--- config.mk ---
export PLATFORM = sky130hd
export DESIGN_NAME = c432_key_loader
export DESIGN_NICKNAME = d
export VERILOG_FILES = /design/src/rtl/c432_key_loader.sv
export SDC_FILE = /design/constraint.sdc
export NUM_CORES = 1
export LEC_CHECK = 0
export CELL_PAD_IN_SITES_DETAIL_PLACEMENT = 0
export CELL_PAD_IN_SITES_GLOBAL_PLACEMENT = 1
export CORE_UTILIZATION = 48
export DETAILED_ROUTE_END_ITERATION = 8
export PLACE_DENSITY = 0.82
export SKIP_LAST_GASP = 1
export SLEW_MARGIN = 20
export SYNTH_ARGS = -nofsm -noshare
export SYNTH_HDL_FRONTEND = slang
export SYNTH_SLANG_ARGS = --single-unit
--- constraint.sdc ---
create_clock -name clk -period 2.9 [get_ports clk]
set_input_delay 0.58 -clock clk [delete_from_list [all_inputs] [get_ports clk]]
set_output_delay 0.58 -clock clk [all_outputs]
set_load 0.05 [all_outputs]
--- src/rtl/c432_key_loader.sv ---
// Serial key loader for the locked c432 core: shifts in key + XOR checksum, commits on match.
// Define KEY_LOCK_ONCE_EN to allow only one successful commit per reset.
module c432_key_loader #(
  parameter int unsigned KEY_W = 32,
  parameter int unsigned CHK_W = 8
) (
  input  logic             clk,
  input  logic             rst_n,
  input  logic             load_start,
  input  logic             ser_valid,
  input  logic             ser_data,
  output logic             ser_ready,
  output logic [KEY_W-1:0] key_out,
  output logic             key_loaded,
  output logic             load_err,
  output logic             busy
);

  localparam int unsigned FRAME_W = KEY_W + CHK_W;
  localparam int unsigned CNT_W   = $clog2(FRAME_W + 1);

  typedef enum logic [1:0] {StIdle, StShift, StCheck} state_e;

  state_e           state_q, state_d;
  logic [CNT_W-1:0] cnt_q, cnt_d;
  logic [KEY_W-1:0] shadow_q, shadow_d;
  logic [KEY_W-1:0] key_q, key_d;
  logic [CHK_W-1:0] chk_q, chk_d;
  logic             loaded_q, loaded_d;
  logic             err_q, err_d;
  logic             start_ok;
  logic             accept;
  logic             last_bit;
  logic [CHK_W-1:0] fold;

`ifdef KEY_LOCK_ONCE_EN
  // A committed key locks out further loads until reset; failed loads never set key_loaded.
  assign start_ok = load_start & ~loaded_q;
`else
  assign start_ok = load_start;
`endif

  assign ser_ready = (state_q == StShift);
  assign busy      = (state_q != StIdle);
  assign accept    = ser_valid & ser_ready;
  assign last_bit  = (cnt_q == CNT_W'(FRAME_W - 1));

  always_comb begin
    fold = '0;
    for (int i = 0; i < int'(KEY_W / CHK_W); i++) begin
      fold = fold ^ shadow_q[i*CHK_W +: CHK_W];
    end
  end

  always_comb begin
    state_d  = state_q;
    cnt_d    = cnt_q;
    shadow_d = shadow_q;
    chk_d    = chk_q;
    key_d    = key_q;
    loaded_d = loaded_q;
    err_d    = err_q;
    unique case (state_q)
      StIdle: begin
        if (start_ok) begin
          state_d  = StShift;
          cnt_d    = '0;
          shadow_d = '0;
          chk_d    = '0;
          err_d    = 1'b0;
        end
      end
      StShift: begin
        // Restart wins over a bit presented in the same cycle.
        if (start_ok) begin
          cnt_d    = '0;
          shadow_d = '0;
          chk_d    = '0;
        end else if (accept) begin
          if (cnt_q < CNT_W'(KEY_W)) begin
            shadow_d = {shadow_q[KEY_W-2:0], ser_data};
          end else begin
            chk_d = {chk_q[CHK_W-2:0], ser_data};
          end
          cnt_d = cnt_q + 1'b1;
          if (last_bit) begin
            state_d = StCheck;
          end
        end
      end
      StCheck: begin
        state_d = StIdle;
        if (fold == chk_q) begin
          key_d    = shadow_q;
          loaded_d = 1'b1;
          err_d    = 1'b0;
        end else begin
          key_d    = '0;
          loaded_d = 1'b0;
          err_d    = 1'b1;
        end
      end
      default: state_d = StIdle;
    endcase
  end

  always_ff @(posedge clk or negedge rst_n) begin
    if (!rst_n) begin
      state_q  <= StIdle;
      cnt_q    <= '0;
      shadow_q <= '0;
      chk_q    <= '0;
      key_q    <= '0;
      loaded_q <= 1'b0;
      err_q    <= 1'b0;
    end else begin
      state_q  <= state_d;
      cnt_q    <= cnt_d;
      shadow_q <= shadow_d;
      chk_q    <= chk_d;
      key_q    <= key_d;
      loaded_q <= loaded_d;
      err_q    <= err_d;
    end
  end

  assign key_out    = key_q;
  assign key_loaded = loaded_q;
  assign load_err   = err_q;

endmodule

## Yosys cells after proc, flatten, opt, wreduce, memory -nomap -nowiden

Cells that the tools add are included.
Widths: inputs -> output; s select.

- Register bits: 82
- Bits in latches: 0
- RAM bits: 0
- Bits in read-only memories: 0
- Bits of input ports: 5
- Memories kept: 0

- Add/sub/neg operators: 1
- Multiply operators: 0
- Divide/modulo/power cells: 0
- Order comparisons: 1
- Eq/ne operators: 11
- Shift operators: 0
- Multiplexer cells: 24
- Bitwise gates (word level): 4
- Reduce and logical (&&, ||, !) cells: 9

Operators by type and width:

| cell | count |
|---|---|
| $mux 32 | 5 |
| $pmux 32 s2 | 1 |
| $mux 8 | 4 |
| $xor 8x8->8 | 3 |
| $mux 6 | 3 |
| $pmux 8 s2 | 1 |
| $pmux 6 s2 | 1 |
| $reduce_and 4->1 | 3 |
| $eq 8x8->1 | 1 |
| $mux 2 | 4 |
| $add 6x1->6 const B | 1 |
| $eq 6x6->1 const B | 1 |
| $lt 6x6->1 const B | 1 |
| $ne 3x2->1 const B | 2 |
| $reduce_bool 2->1 | 3 |
| $ne 2x1->1 const B | 2 |
| $ne 2x2->1 const B | 2 |
| $pmux 2 s2 | 1 |
| $mux 1 | 3 |
| $ne 3x3->1 const B | 1 |
| $reduce_and 3->1 | 1 |
| $eq 2x1->1 const B | 1 |
| $eq 2x2->1 const B | 1 |
| $logic_not 2->1 | 1 |
| 3 further kinds | 3 |

## Logic depth before layout (Yosys ltp)

- Depth after elaboration: 6
- Gate-level depth with buffers: 7
- Gate-level depth less buffers: 5

## Worst setup path after synthesis

Ideal clock, no wire load.

- Kind: register to register
- Start point: register state_q[0]
- End point: register shadow_q[12]
- Setup time: 0.066 ns
- Data arrival time: 2.098 ns
- Data required time: 2.834 ns
- Slack: 0.736 ns
- Stages on the path, launching flop included: 6
- Path through: dfrtp_1 -> nor2b_1 -> and2_1 -> a21o_1 -> clkbuf_1 -> a22o_1

- Longest elaborated chain between the ends: 4
- Elaborated cells on any way between the ends: 9
- Classes of those cells: eq/ne: 4; mux: 1; bitwise: 1; reduce/logical: 3

Ends and longest elaborated chain:

| what | RTL line | source |
|---|---|---|
| start, declared | 24 | `state_e state_q, state_d;` |
| start signal, assigned | 109 | `state_q <= StIdle;` |
| start signal, assigned | 117 | `state_q <= state_d;` |
| $eq 2x1->1 (*) | 43 | `assign ser_ready = (state_q == StShift);` |
| named net ser_ready | 12 | `output logic ser_ready,` |
| $and 1x1->1 | 45 | `assign accept = ser_valid & ser_ready;` |
| $ne 3x2->1 (no source line) | n/a |  |
| $reduce_and 4->1 (no source line) | n/a |  |
| end signal, assigned | 119 | `shadow_q <= shadow_d;` |
| end, declared | 26 | `logic [KEY_W-1:0] shadow_q, shadow_d;` |

The timed path passes the listed nets; every way through them passes the cells marked *.
A chain may end at the register's enable or synchronous reset.

## Final worst setup path

- Start point: register state_q[0]
- End point: output ser_ready

- Longest elaborated chain between the ends: 1

Ends and longest elaborated chain:

| what | RTL line |
|---|---|
| $eq 2x1->1 | 43 |
| end, declared | 12 |

No other way between the ends.

==> flow_metrics.tcl <==
set metrics [dict create \
    hold_buffers 0 \
    use_met2 0.300 \
    gp_congestion 0.808 \
    gr-total-overflow 0 \
    ys_types 37 \
    timing.reg2reg.setup_slack_ns 0.57 \
    grt_pass1_vias 2284 \
    critPathMaxFanout 8 \
    synth_warnings 0 \
    power_density_nw_per_um2 499 \
    setup.worst_path.end_class "output pin" \
    drt_wl_total_um 6790 \
    timing.setup.tns_ns 0 \
    hpwl_um 4540 \
    fin_nets 356 \
    dieArea_sq_um 7970 \
    cp.arrival_ns 1.96 \
    synth_nets 321 \
    fp-row-count 31 \
    drtAntennaViolNets 0 \
    syn_avg_cell_area_sq_um 11.6 \
    critPathRequiredTime_ns 2.32 \
    nFillCells 648 \
    drv_slew 0 \
    worstRegToRegCells 6 \
    num_vias 2404 \
    clockBufferDepth 2 \
    cts_sinks 82 \
    antenna_found_initial 0 \
    synthTopCellsByArea "dfrtp_1, a22o_1, nand2_1, o21ai_2, xnor3_1" \
    path_clk_slew_ns 0.08 \
    core_sq_um 7290 \
    synth_seq_cells 82 \
    criticalPathCategory "register to output pin" \
    cts_tree "done" \
    io_pins 41 \
    htree_levels 3 \
    syn2layout_area_growth_pct 18.6 \
    status "finished clean" \
    cts_made_buffers 9 \
    synth_seq_area_share 0.561 \
    seq_area_sq_um 2050 \
    fin_skew_ns 0.0121 \
    numPortBuffers 40 \
    maxCapViolCount 0 \
    cts_setup_buffers 0 \
    grt_use_met3 0.0305 \
    viasPerCell 5.30 \
    drive_gt1_frac 0.155 \
    first_pass_iters 4 \
    diodes 0 \
    cts-resized-gates 0 \
    synth_cells 315 \
    grt_pass1_wl_um 11300 \
    track_usage 0.194 \
    grt_max_degree 83 \
    post-route-period-util 0.875 \
    yosysTopAreaCellShare 0.561 \
    p_leak_nw 1.96 \
    grt.met1_usage 0.267 \
    worstSkewPairLatency_ns 0.35 \
    final_common_cell "dfrtp_1" \
    grt.busiest_layer "met2" \
    dieWidth_um 89.3 \
    synth_top_area_cell "dfrtp_1" \
    drtIter0Drc 111 \
    wl_per_cell_um 14.9 \
    initial_core_util 0.502 \
    relSlewSlack 0.333 \
    syn_area_sq_um 3660 \
    fmax_ghz 0.394 \
    drc 0 \
    min_path_type "primary input to asynchronous set/reset pin" \
    min_period_ns 2.54 \
    startpoint_type "register" \
    fin_util 0.595 \
    final_cell_mix "dfrtp_1, nand2_1, clkdlybuf4s50_1, a22o_1, o21ai_2" \
    die_h_um 89.3 \
    cts-root-buf "clkbuf_8" \
    max_slew.worst_pin.slew_ns 1.00 \
    rsz0062_at_grt "false" \
    hold_viol_final 0 \
    peakVddDrop_uv 247 \
    multi_input_area_sq_um 1500 \
    setup_violations 0 \
]
[final cells by class]
cell class / count / share of cell area
Tap cell: 99 / 0.0286
Inverter: 2 / 0.00173
Timing Repair Buffer: 44 / 0.0995
Clock inverter: 5 / 0.0179
Sequential cell: 82 / 0.473
Multi-Input combinational cell: 211 / 0.347
Clock buffer: 11 / 0.0326
[flip-flops by register name, summed over array words and instances (netlist names)]
name	count
chk_q	8
cnt_q	6
shadow_q	32
load_err	1
key_loaded	1
key_out	32
state_q	2
[cells by family after synthesis]
kind of cell | synth area share
buffers and inverters | 0.0298
and+or+nand+nor | 0.119
AOI/OAI and AO/OA | 0.187
muxes | 0.00308
adders and majority gates | 0.00342
DFF | 0.561
xor gates and xnor gates | 0.0961
[synth_stat cells (all sizes together)]
library cell and instances:
nand2b 1, buf 6, a32o 1, mux2 1, o21ai 37, a211oi 1, xnor2 13, nor2 6
a21oi 2, dfrtp 82, xor2 9, a21o 2, xnor3 7, o31ai 1, ha 1, clkbuf 14
or2 2, nor4 2, nor2b 3, nand4 2, and3 2, nand2 67, and2 2, nand3 6
a22o 39, inv 2, nor3 3, o21bai 1
[stage by stage]
| step | power (W) | area [sq um] | hold WS, ns | setup WS, ns | cells |
|---|---|---|---|---|---|
| 4_1_cts | 0.00219 | 4330 | 0.439 | 0.347 | 454 |
| 5_1_grt | 0.00225 | 4340 | 0.328 | 0.235 | 454 |
| 3_3_place_gp | 0.00129 | 4120 | 0.462 | 0.305 | 438 |
| 6_report | 0.00216 | 4340 | 0.268 | 0.362 | 454 |
| 3_5_place_dp | 0.00129 | 4120 | 0.463 | 0.251 | 438 |
| 2_1_floorplan | 0.00125 | 3660 | 0.284 | 0.736 | 315 |
[power breakdown]
part | switching [W] | total (W) | leakage (nW) | internal [W]
logic | 0.0000832 | 0.000110 | 0.716 | 0.0000268
registers | 0.00000557 | 0.00115 | 1.14 | 0.00115
clock network | 0.000396 | 0.000902 | 0.109 | 0.000506
total | 0.000485 | 0.00216 | 1.96 | 0.00168
[critical path, stage by stage, from the launching register on]
cell and delay (ns):
dfrtp_1 0.47, nor2b_1 0.29, clkdlybuf4s50_1 0.85
[layer usage]
layer / share of wire / wire length (um) / vias up
met4: 0.018 / 123 / 0
met3: 0.030 / 202 / 9
met2: 0.47 / 3200 / 42
met1: 0.48 / 3260 / 1178
met5: 0 / 0 / -
li1: - / - / 1175
[worst paths after layout]
| check | from | to |
|---|---|---|
| max | state_q[0] | ser_ready |
| max reg2reg | shadow_q[16] | key_out[22] |
| max in group asynchronous | rst_n | shadow_q[27] |
| min in group clk | key_out[12] | key_out[12] |
| min reg2reg | key_out[12] | key_out[12] |
| min | rst_n | key_loaded |
No activity file was read; power rests on OpenSTA's default activity.
